### config.mk
export PLATFORM = sky130hd
export DESIGN_NAME = uart_rx_deframer_flat
export DESIGN_NICKNAME = d
export VERILOG_FILES = /design/src/rtl/uart_rx_deframer_if.sv /design/src/rtl/uart_rx_deframer.sv /design/src/flat_wrapper.sv
export SDC_FILE = /design/constraint.sdc
export NUM_CORES = 1
export LEC_CHECK = 0
export CAP_MARGIN = 5
export CORE_MARGIN = 8
export CORE_UTILIZATION = 30
export DETAILED_ROUTE_END_ITERATION = 7
export MAX_ROUTING_LAYER = met4
export SYNTH_ARGS = -nofsm -noshare
export SYNTH_HDL_FRONTEND = slang
export SYNTH_SLANG_ARGS = --single-unit
### constraint.sdc
create_clock -name Clk -period 2.4 [get_ports Clk]
set_input_delay 0.36 -clock Clk [delete_from_list [all_inputs] [get_ports Clk]]
set_output_delay 0.36 -clock Clk [all_outputs]
set_load 0.1 [all_outputs]
### src/rtl/uart_rx_deframer_if.sv
// Bus between the Rx deframer and its environment: sample tick, Rx line, FIFO write side, flow control.
interface uart_rx_deframer_if #(
    parameter int DATA_BITS = 8
);
    logic                 Sample_En;
    logic                 Rx;
    logic                 FIFO_Full;
    logic                 RTS;
    logic                 Wr_En;
    logic [DATA_BITS-1:0] Wr_Data;
    logic [2:0]           Rx_Error;
    logic                 Rx_Busy;
    logic                 Overrun;

    modport slave (
        input  Sample_En, Rx, FIFO_Full,
        output RTS, Wr_En, Wr_Data, Rx_Error, Rx_Busy, Overrun
    );

    modport master (
        output Sample_En, Rx, FIFO_Full,
        input  RTS, Wr_En, Wr_Data, Rx_Error, Rx_Busy, Overrun
    );
endinterface

### src/rtl/uart_rx_deframer.sv
// UART receive deframer: oversampled start/data/parity/stop checking, one FIFO write per character.
// Define UART_RX_MAJORITY_EN to take each bit as a 3-sample majority vote around mid-bit.
module uart_rx_deframer #(
    parameter int DATA_BITS  = 8,
    parameter int PARITY_BIT = 1,
    parameter int STOP_BITS  = 2,
    parameter int OVERSAMPLE = 16
) (
    input  logic               Clk,
    input  logic               Rst_n,
    uart_rx_deframer_if.slave  bus
);
    localparam int CW = $clog2(OVERSAMPLE) + 1;
    localparam int IW = (DATA_BITS > 1) ? $clog2(DATA_BITS) : 1;
    localparam int SW = (STOP_BITS > 1) ? $clog2(STOP_BITS) : 1;
`ifdef UART_RX_MAJORITY_EN
    localparam int MID_LAST = OVERSAMPLE / 2;
`else
    localparam int MID_LAST = OVERSAMPLE / 2 - 1;
`endif
    localparam logic [CW-1:0] START_END = CW'(MID_LAST);
    localparam logic [CW-1:0] BIT_END   = CW'(OVERSAMPLE - 1);

    localparam logic [2:0] IDLE   = 3'd0;
    localparam logic [2:0] START  = 3'd1;
    localparam logic [2:0] DATA   = 3'd2;
    localparam logic [2:0] PARITY = 3'd3;
    localparam logic [2:0] STOP   = 3'd4;
    localparam logic [2:0] DONE   = 3'd5;

    logic                 r_rx_meta;
    logic                 r_rx_sync;
    logic                 w_bit;
    logic [2:0]           r_state;
    logic [CW-1:0]        r_cnt;
    logic [IW-1:0]        r_idx;
    logic [SW-1:0]        r_stop_idx;
    logic [DATA_BITS-1:0] r_shift;
    logic                 r_par_err;
    logic                 r_frame_err;
    logic                 r_all_zero;
    logic                 r_brk_wait;
    logic                 r_wr_en;
    logic [DATA_BITS-1:0] r_wr_data;
    logic [2:0]           r_rx_err;
    logic                 r_rts;

    always_ff @(posedge Clk or negedge Rst_n) begin
        if (!Rst_n) begin
            r_rx_meta <= 1'b1;
            r_rx_sync <= 1'b1;
        end else begin
            r_rx_meta <= bus.Rx;
            r_rx_sync <= r_rx_meta;
        end
    end

`ifdef UART_RX_MAJORITY_EN
    // r_hist holds the two ticks before the current one, so the vote spans mid-1 .. mid+1
    logic [1:0] r_hist;
    always_ff @(posedge Clk or negedge Rst_n) begin
        if (!Rst_n)
            r_hist <= 2'b11;
        else if (bus.Sample_En)
            r_hist <= {r_hist[0], r_rx_sync};
    end
    assign w_bit = (r_hist[1] & r_hist[0]) | (r_hist[1] & r_rx_sync) | (r_hist[0] & r_rx_sync);
`else
    assign w_bit = r_rx_sync;
`endif

    always_ff @(posedge Clk or negedge Rst_n) begin
        if (!Rst_n) begin
            r_state     <= IDLE;
            r_cnt       <= '0;
            r_idx       <= '0;
            r_stop_idx  <= '0;
            r_shift     <= '0;
            r_par_err   <= 1'b0;
            r_frame_err <= 1'b0;
            r_all_zero  <= 1'b0;
            r_brk_wait  <= 1'b0;
            r_wr_en     <= 1'b0;
            r_wr_data   <= '0;
            r_rx_err    <= 3'b000;
            r_rts       <= 1'b0;
        end else begin
            r_rts   <= ~bus.FIFO_Full;
            r_wr_en <= 1'b0;
            case (r_state)
                IDLE: begin
                    if (bus.Sample_En) begin
                        // after a break, the line must go high before a new start is accepted
                        if (r_brk_wait) begin
                            if (r_rx_sync)
                                r_brk_wait <= 1'b0;
                        end else if (!r_rx_sync) begin
                            r_cnt   <= '0;
                            r_state <= START;
                        end
                    end
                end
                START: begin
                    if (bus.Sample_En) begin
                        if (r_cnt == START_END) begin
                            if (w_bit) begin
                                r_state <= IDLE;
                            end else begin
                                r_cnt       <= '0;
                                r_idx       <= IW'(DATA_BITS - 1);
                                r_par_err   <= 1'b0;
                                r_frame_err <= 1'b0;
                                r_all_zero  <= 1'b1;
                                r_state     <= DATA;
                            end
                        end else begin
                            r_cnt <= r_cnt + 1'b1;
                        end
                    end
                end
                DATA: begin
                    if (bus.Sample_En) begin
                        if (r_cnt == BIT_END) begin
                            r_cnt          <= '0;
                            r_shift[r_idx] <= w_bit;
                            r_all_zero     <= r_all_zero & ~w_bit;
                            if (r_idx == '0) begin
                                r_stop_idx <= '0;
                                r_state    <= (PARITY_BIT != 0) ? PARITY : STOP;
                            end else begin
                                r_idx <= r_idx - 1'b1;
                            end
                        end else begin
                            r_cnt <= r_cnt + 1'b1;
                        end
                    end
                end
                PARITY: begin
                    if (bus.Sample_En) begin
                        if (r_cnt == BIT_END) begin
                            r_cnt      <= '0;
                            r_par_err  <= (^r_shift) != w_bit;
                            r_all_zero <= r_all_zero & ~w_bit;
                            r_stop_idx <= '0;
                            r_state    <= STOP;
                        end else begin
                            r_cnt <= r_cnt + 1'b1;
                        end
                    end
                end
                STOP: begin
                    if (bus.Sample_En) begin
                        if (r_cnt == BIT_END) begin
                            r_cnt <= '0;
                            if (r_stop_idx == SW'(STOP_BITS - 1)) begin
                                // the last stop sample is folded in directly so the write lands next cycle
                                r_wr_en   <= 1'b1;
                                r_wr_data <= r_shift;
                                if (r_all_zero & ~w_bit) begin
                                    r_rx_err   <= 3'b001;
                                    r_brk_wait <= 1'b1;
                                end else begin
                                    r_rx_err <= {r_frame_err | ~w_bit, r_par_err, 1'b0};
                                end
                                r_state <= DONE;
                            end else begin
                                r_frame_err <= r_frame_err | ~w_bit;
                                r_all_zero  <= r_all_zero & ~w_bit;
                                r_stop_idx  <= r_stop_idx + 1'b1;
                            end
                        end else begin
                            r_cnt <= r_cnt + 1'b1;
                        end
                    end
                end
                DONE:    r_state <= IDLE;
                default: r_state <= IDLE;
            endcase
        end
    end

    assign bus.RTS      = r_rts;
    assign bus.Wr_En    = r_wr_en;
    assign bus.Wr_Data  = r_wr_data;
    assign bus.Rx_Error = r_rx_err;
    assign bus.Rx_Busy  = (r_state != IDLE);
    assign bus.Overrun  = r_wr_en & bus.FIFO_Full;
endmodule

### src/flat_wrapper.sv
// flat-port wrapper written by rule: the top's interface ports become plain ports
module uart_rx_deframer_flat 
#(
    parameter int DATA_BITS  = 8,
    parameter int PARITY_BIT = 1,
    parameter int STOP_BITS  = 2,
    parameter int OVERSAMPLE = 16
)
  (Clk, Rst_n, bus_Sample_En, bus_Rx, bus_FIFO_Full, bus_RTS, bus_Wr_En, bus_Wr_Data, bus_Rx_Error, bus_Rx_Busy, bus_Overrun);
  uart_rx_deframer_if #(.DATA_BITS(DATA_BITS)) bus_i ();
  input  logic Clk;
  input  logic Rst_n;
  input wire logic [$bits(bus_i.Sample_En)-1:0] bus_Sample_En;
  input wire logic [$bits(bus_i.Rx)-1:0] bus_Rx;
  input wire logic [$bits(bus_i.FIFO_Full)-1:0] bus_FIFO_Full;
  output wire logic [$bits(bus_i.RTS)-1:0] bus_RTS;
  output wire logic [$bits(bus_i.Wr_En)-1:0] bus_Wr_En;
  output wire logic [$bits(bus_i.Wr_Data)-1:0] bus_Wr_Data;
  output wire logic [$bits(bus_i.Rx_Error)-1:0] bus_Rx_Error;
  output wire logic [$bits(bus_i.Rx_Busy)-1:0] bus_Rx_Busy;
  output wire logic [$bits(bus_i.Overrun)-1:0] bus_Overrun;
  assign bus_i.Sample_En = bus_Sample_En;
  assign bus_i.Rx = bus_Rx;
  assign bus_i.FIFO_Full = bus_FIFO_Full;
  assign bus_RTS = bus_i.RTS;
  assign bus_Wr_En = bus_i.Wr_En;
  assign bus_Wr_Data = bus_i.Wr_Data;
  assign bus_Rx_Error = bus_i.Rx_Error;
  assign bus_Rx_Busy = bus_i.Rx_Busy;
  assign bus_Overrun = bus_i.Overrun;
  uart_rx_deframer #(.DATA_BITS(DATA_BITS), .PARITY_BIT(PARITY_BIT), .STOP_BITS(STOP_BITS), .OVERSAMPLE(OVERSAMPLE)) u_core (.Clk(Clk), .Rst_n(Rst_n), .bus(bus_i));
endmodule
# == After elaboration in Yosys (flattened, before gate mapping) ==
# Cells that the tools add are included.
# totals
output_inout_bits,15
in_bits,5
elab_cells,150
reg_bits,39
# classes
n_bitwise,5
reduce_logical,24
order_cmp,2
eq_ne,27
mux,74
add_sub_neg,3
# ops
operator,count
$mux W3,20
$mux W1,36
$mux W5,7
$ne A2 B1 Y1 const B,10
$ne A2 B2 Y1 const B,10
$pmux W3 S5,1
$pmux W5 S3,1
$reduce_and A7 Y1,2
$reduce_and A13 Y1,1
$reduce_and A6 Y1,2
$reduce_bool A3 Y1,4
$reduce_and A9 Y1,1
$bwmux W8,1
$reduce_and A8 Y1,1
$reduce_bool A2 Y1,4
$reduce_xor A8 Y1,1
$eq A3 B2 Y1 const B,2
$logic_not A3 Y1,2
$pmux W1 S2,3
$pmux W1 S3,2
$pmux W3 S2,1
$add A5 B1 Y5 const B,1
$eq A5 B3 Y1 const B,1
$eq A5 B4 Y1 const B,1
other kinds (18),20

# == Longest topological paths before layout ==
# logic_depth
depth_word,7
ltp_mapped,10
ltp_nobuf,9

# == Least setup slack after synthesis ==
# OpenSTA, ideal clock, no wires.
# synth_timing
kind,register to register
start,register u_core.r_cnt[0]
end,register u_core.r_idx[0]
t_arrival_ns,2.014
setup_ns,0.128
synth_period_minus_slack_ns,2.142
slack_ns,0.258
n_path_buf,0
stages_incl_launch_ff,8
cell_sequence,dfrtp_1 ha_1 and3_1 ha_1 nand2_1 or3_1 a211oi_2 mux2_1
# synth_between
elab_chain_cells,3
# synth_lines
item,line,rtl
start: declaration,uart_rx_deframer.sv:35,logic [CW-1:0] r_cnt;
start signal: assignment,uart_rx_deframer.sv:117,r_cnt <= r_cnt + 1'b1;
start signal: assignment,uart_rx_deframer.sv:134,r_cnt <= r_cnt + 1'b1;
start signal: assignment,uart_rx_deframer.sv:147,r_cnt <= r_cnt + 1'b1;
$eq A5 B4 Y1 / $eq A5 B3 Y1 (equally long branches),"uart_rx_deframer.sv:123, uart_rx_deframer.sv:105",
$ne A2 B1 Y1 (no source line),n/a,
$reduce_and A7 Y1 (no source line) (*),n/a,
end signal: assignment,uart_rx_deframer.sv:110,r_idx <= IW'(DATA_BITS - 1);
end signal: assignment,uart_rx_deframer.sv:131,r_idx <= r_idx - 1'b1;
end: declaration,uart_rx_deframer.sv:36,logic [IW-1:0] r_idx;
# Every way passes the cells marked *; elsewhere a longest branch is shown, timed or not.
# A chain may end at the register's enable or synchronous reset.

# == Final worst setup path ==
# layout_timing
start,register u_core.r_cnt[0]
end,register u_core.r_cnt[2]
# layout_between
elab_chain_cells,4
# layout_lines
item,line,rtl
"$add A5 B1 Y5, or another cell as far along",n/a,
"$mux W5, on equally long branches",n/a,
"$mux W5, on equally long branches","uart_rx_deframer.sv:139, uart_rx_deframer.sv:104",
$pmux W5 S3 (*),uart_rx_deframer.sv:90,case (r_state)
# Every way passes the cells marked *; elsewhere a longest branch is shown, timed or not. The select of a mux whose other input is x is not followed.

==> metrics.md <==
| Metric | Value |
|---|---|
| Slew margin rel. | around two fifths |
| # diodes | 0 |
| Syn_area_per_cell | 10.3 µm² |
| Synth unique cells | slightly above 50 |
| Area leader, netlist | dfrtp_1 |
| PortBufs | 19 |
| Final ANT Viol Nets | 0 |
| Crit path launch type | register |
| Net Sw Frac | around 37% |
| Post-Syn Area | approximately 2100 µm² |
| Hold_buf cts | 0 |
| Post-synth top cells | dfrtp_1, nand2_1, o21ai_0 |
| Fin worst setup slack | 0.130 ns |
| Global-route wire length before repair | between 6000 and 7000 µm |
| Clock power frac | 23.4% |
| Leak pwr | between 1 and 1.5 nW |
| Area grow syn2layout | 16.8% |
| Final net count | approximately 240 |
| Post-synth EDFFs | 0 |
| Antenna violations before repair | 0 |
| DIE WIDTH | 99.4 µm |
| Post-synth ARST share | 100% |
| Internal power | ~1.2 mW |
| Flop pwr share | between 40% and 50% |
| Seq/Total Area, Yosys | between 40% and 50% |
| Fillers | between 600 and 700 |
| Ys Warns | 0 |
| WP data arrival | 2.51 ns |
| Vias in the first global route | between 1000 and 1500 |
| Vias | 1490 |
| FMAX | roughly 0.44 GHz |
| Top-count cell post-synth | dfrtp_1 |
| Vias per std cell | approximately 4.9 |
| DR DRC count | 0 |
| Share of layout cells above drive strength 1 | between 20% and 30% |
| Pre-antenna DRT Iters | 6 |
| Status | finished clean |
| Synthesized flop and latch total | 39 |
| Crit-path max FO | 5 |
| Crit path required time | 2.64 ns |
| Max cap viols | 0 |
| Primary FF master, synth | dfrtp_1 |
| Setup TNS | 0 ns |
| Final setup viols | 0 |
| Grt ovf | 0 |
| Period utilisation layout | a little over nine tenths |
| WL/cell | 13.3 µm |
| Initial Util | between 30% and 40% |
| Synth Net Count | ~210 |
| Share of the synthesized area in the top cell type | between 40% and 50% |
| Worst-path clk slew | approximately 0.070 ns |
| Least-Margin Pin Slew | 0.875 ns |
| VDD IR-drop max | between 0.3 and 0.4 mV |
| Die extent in y | slightly below 100 µm |
| DP Wirelength | approximately 2900 µm |
| Largest net degree at the start of global routing | 40 |
| All-layer global routing usage | about 8.7% |
| Core Area | around 6800 µm² |
| NetSw | 0.678 mW |
| CTS root buf | clkbuf_8 |
| Fin. Hold Viols | 0 |
| Max-slew violations | 0 |
| Combinational fraction of design power | 32.4% |
| Pwr dens | 758 nW/µm² |
| Multi-input logic area | 1010 µm² |
| Synth top area cells | dfrtp_1, mux2_2, nand2_1, o21ai_0, ha_1 |
| RSZ-0062 raised after global routing | false |
| Worst clock skew | just under 0.005 ns |
| Rows | 30 |
| Hold crit path type | in -> async |
| H-Tree Depth | 2 |
| Clock sinks | 39 |
| Routed WL | about 4100 µm |
| Reg area | between 900 and 1000 µm² |
| Gpl congestion | roughly 0.86 |
| Worst skew pair latency | slightly below 0.3 ns |
| CTS tree | built |
| Cells after Synth | around 200 |
| Worst slack, placed | around 0.11 ns |
| Total die area | around 10000 µm² |
| Clk buf depth | 2 |
| CP Capture Type | register |
| Clock buffer count from CTS | 5 |
| Final min period | about 2.3 ns |
| Critical path type | reg -> reg |
| DRT iter0 DRCs | 95 |
| IO Pins | 20 |
state kept, by name, indices dropped and copies added, names as in the netlist:
register             count
u_core.r_all_zero        1
u_core.r_idx             3
u_core.bus.RTS           1
u_core.bus.Wr_En         1
u_core.bus.Wr_Data       8
u_core.r_state           3
u_core.bus.Rx_Error      3
u_core.r_rx_meta         1
u_core.r_stop_idx        1
u_core.r_frame_err       1
u_core.r_shift           8
u_core.r_brk_wait        1
u_core.r_cnt             5
u_core.r_par_err         1
u_core.r_rx_sync         1
final timing paths:
| path | start | endpoint | slack [ns] | cells past startpoint |
|---|---|---|---|---|
| max | u_core.r_cnt[0] | u_core.r_cnt[2] | 0.13 | 8 |
| min | Rst_n | u_core.bus.Wr_Data[3] | 0.18 | 1 |
| max reg2reg | u_core.r_cnt[0] | u_core.r_cnt[2] | 0.13 | 8 |
| min reg2reg | u_core.r_rx_meta | u_core.r_rx_sync | 0.36 | 0 |
| max in group asynchronous | Rst_n | u_core.r_cnt[4] | 1.67 | 1 |
| min in group Clk | u_core.r_rx_meta | u_core.r_rx_sync | 0.36 | 0 |
power groups by stage:
stage               Sequential [mW]  Clock [mW]  Combinational (mW)
global placement              0.823           0               0.598
detailed placement            0.826           0               0.595
finish                        0.815       0.433               0.599
CTS                           0.812       0.455               0.600
floorplan                     0.780           0               0.509
global route                  0.827       0.480               0.654
critical path, stage by stage (launching register included):
cell      delay [ns]
dfrtp_1         0.41
ha_1            0.24
and3_1          0.23
ha_1            0.24
nand2b_1        0.15
o32a_1          0.32
a221oi_4        0.30
o21ai_0         0.13
a21bo_2         0.20
what timing repair did:
item,CTS,global route
resized for setup,0,1
hold endpoints to repair,0,0
buffers inserted,0,0
endpoints found under the setup margin,0,2
through the flow:
stage	cells	utilization [%]	power, mW	hold WS (ns)	instance area [µm²]
final	307	36.1	1.85	0.179	2440
after global placement	299	34.8	1.42	0.347	2350
after floorplan	202	-	1.29	0.0644	2090
after global routing	307	36.1	1.96	0.254	2440
after CTS	307	36.0	1.87	0.217	2430
after detailed placement	299	34.8	1.42	0.348	2350
layout make-up:
type	instances	share of cell area, %
clock buffer	6	2.98
tap	80	4.11
clock inverter	2	0.514
multi-input combinational	143	41.7
timing repair buffer	27	9.04
inverter	10	1.54
sequential	39	40.2
cells in the final DEF (no fill, tap or decap), types with 2 or more instances in the layout:
cell and count:
a21oi_1 9, a22o_1 2, a31oi_1 2, buf_4 22, clkbuf_8 5, clkdlybuf4s50_1 3
dfrtp_1 37, dfstp_2 2, ha_1 5, inv_1 10, mux2_2 10, mux2_4 4
nand2_1 22, nand2_2 2, nand2b_1 4, nand3_1 5, nand4_1 2, nor2_1 10
nor2b_1 6, nor3_1 4, nor3b_1 2, o21ai_0 16, o32ai_1 2, or3_1 2
xnor2_1 7
layer usage:
metal	routed length (µm)	GRT usage (%)
met5	0	-
met1	2190	12.0
met4	54	3.14
met2	1640	11.6
met3	191	2.51
cells by family (layout without fill, tap and decap cells):
group | count (synthesis) | after routing | share of synthesized area [%]
DFF | 39 | 39 | 46.9
muxes | 15 | 15 | 8.82
adders and majority gates | 6 | 6 | 3.60
xor gates and xnor gates | 8 | 8 | 3.36
and+or+nand+nor | 69 | 69 | 17.9
AOI/OAI and AO/OA | 45 | 45 | 14.9
buffers and inverters | 20 | 45 | 4.56
Power figures use the tool's default switching activity.
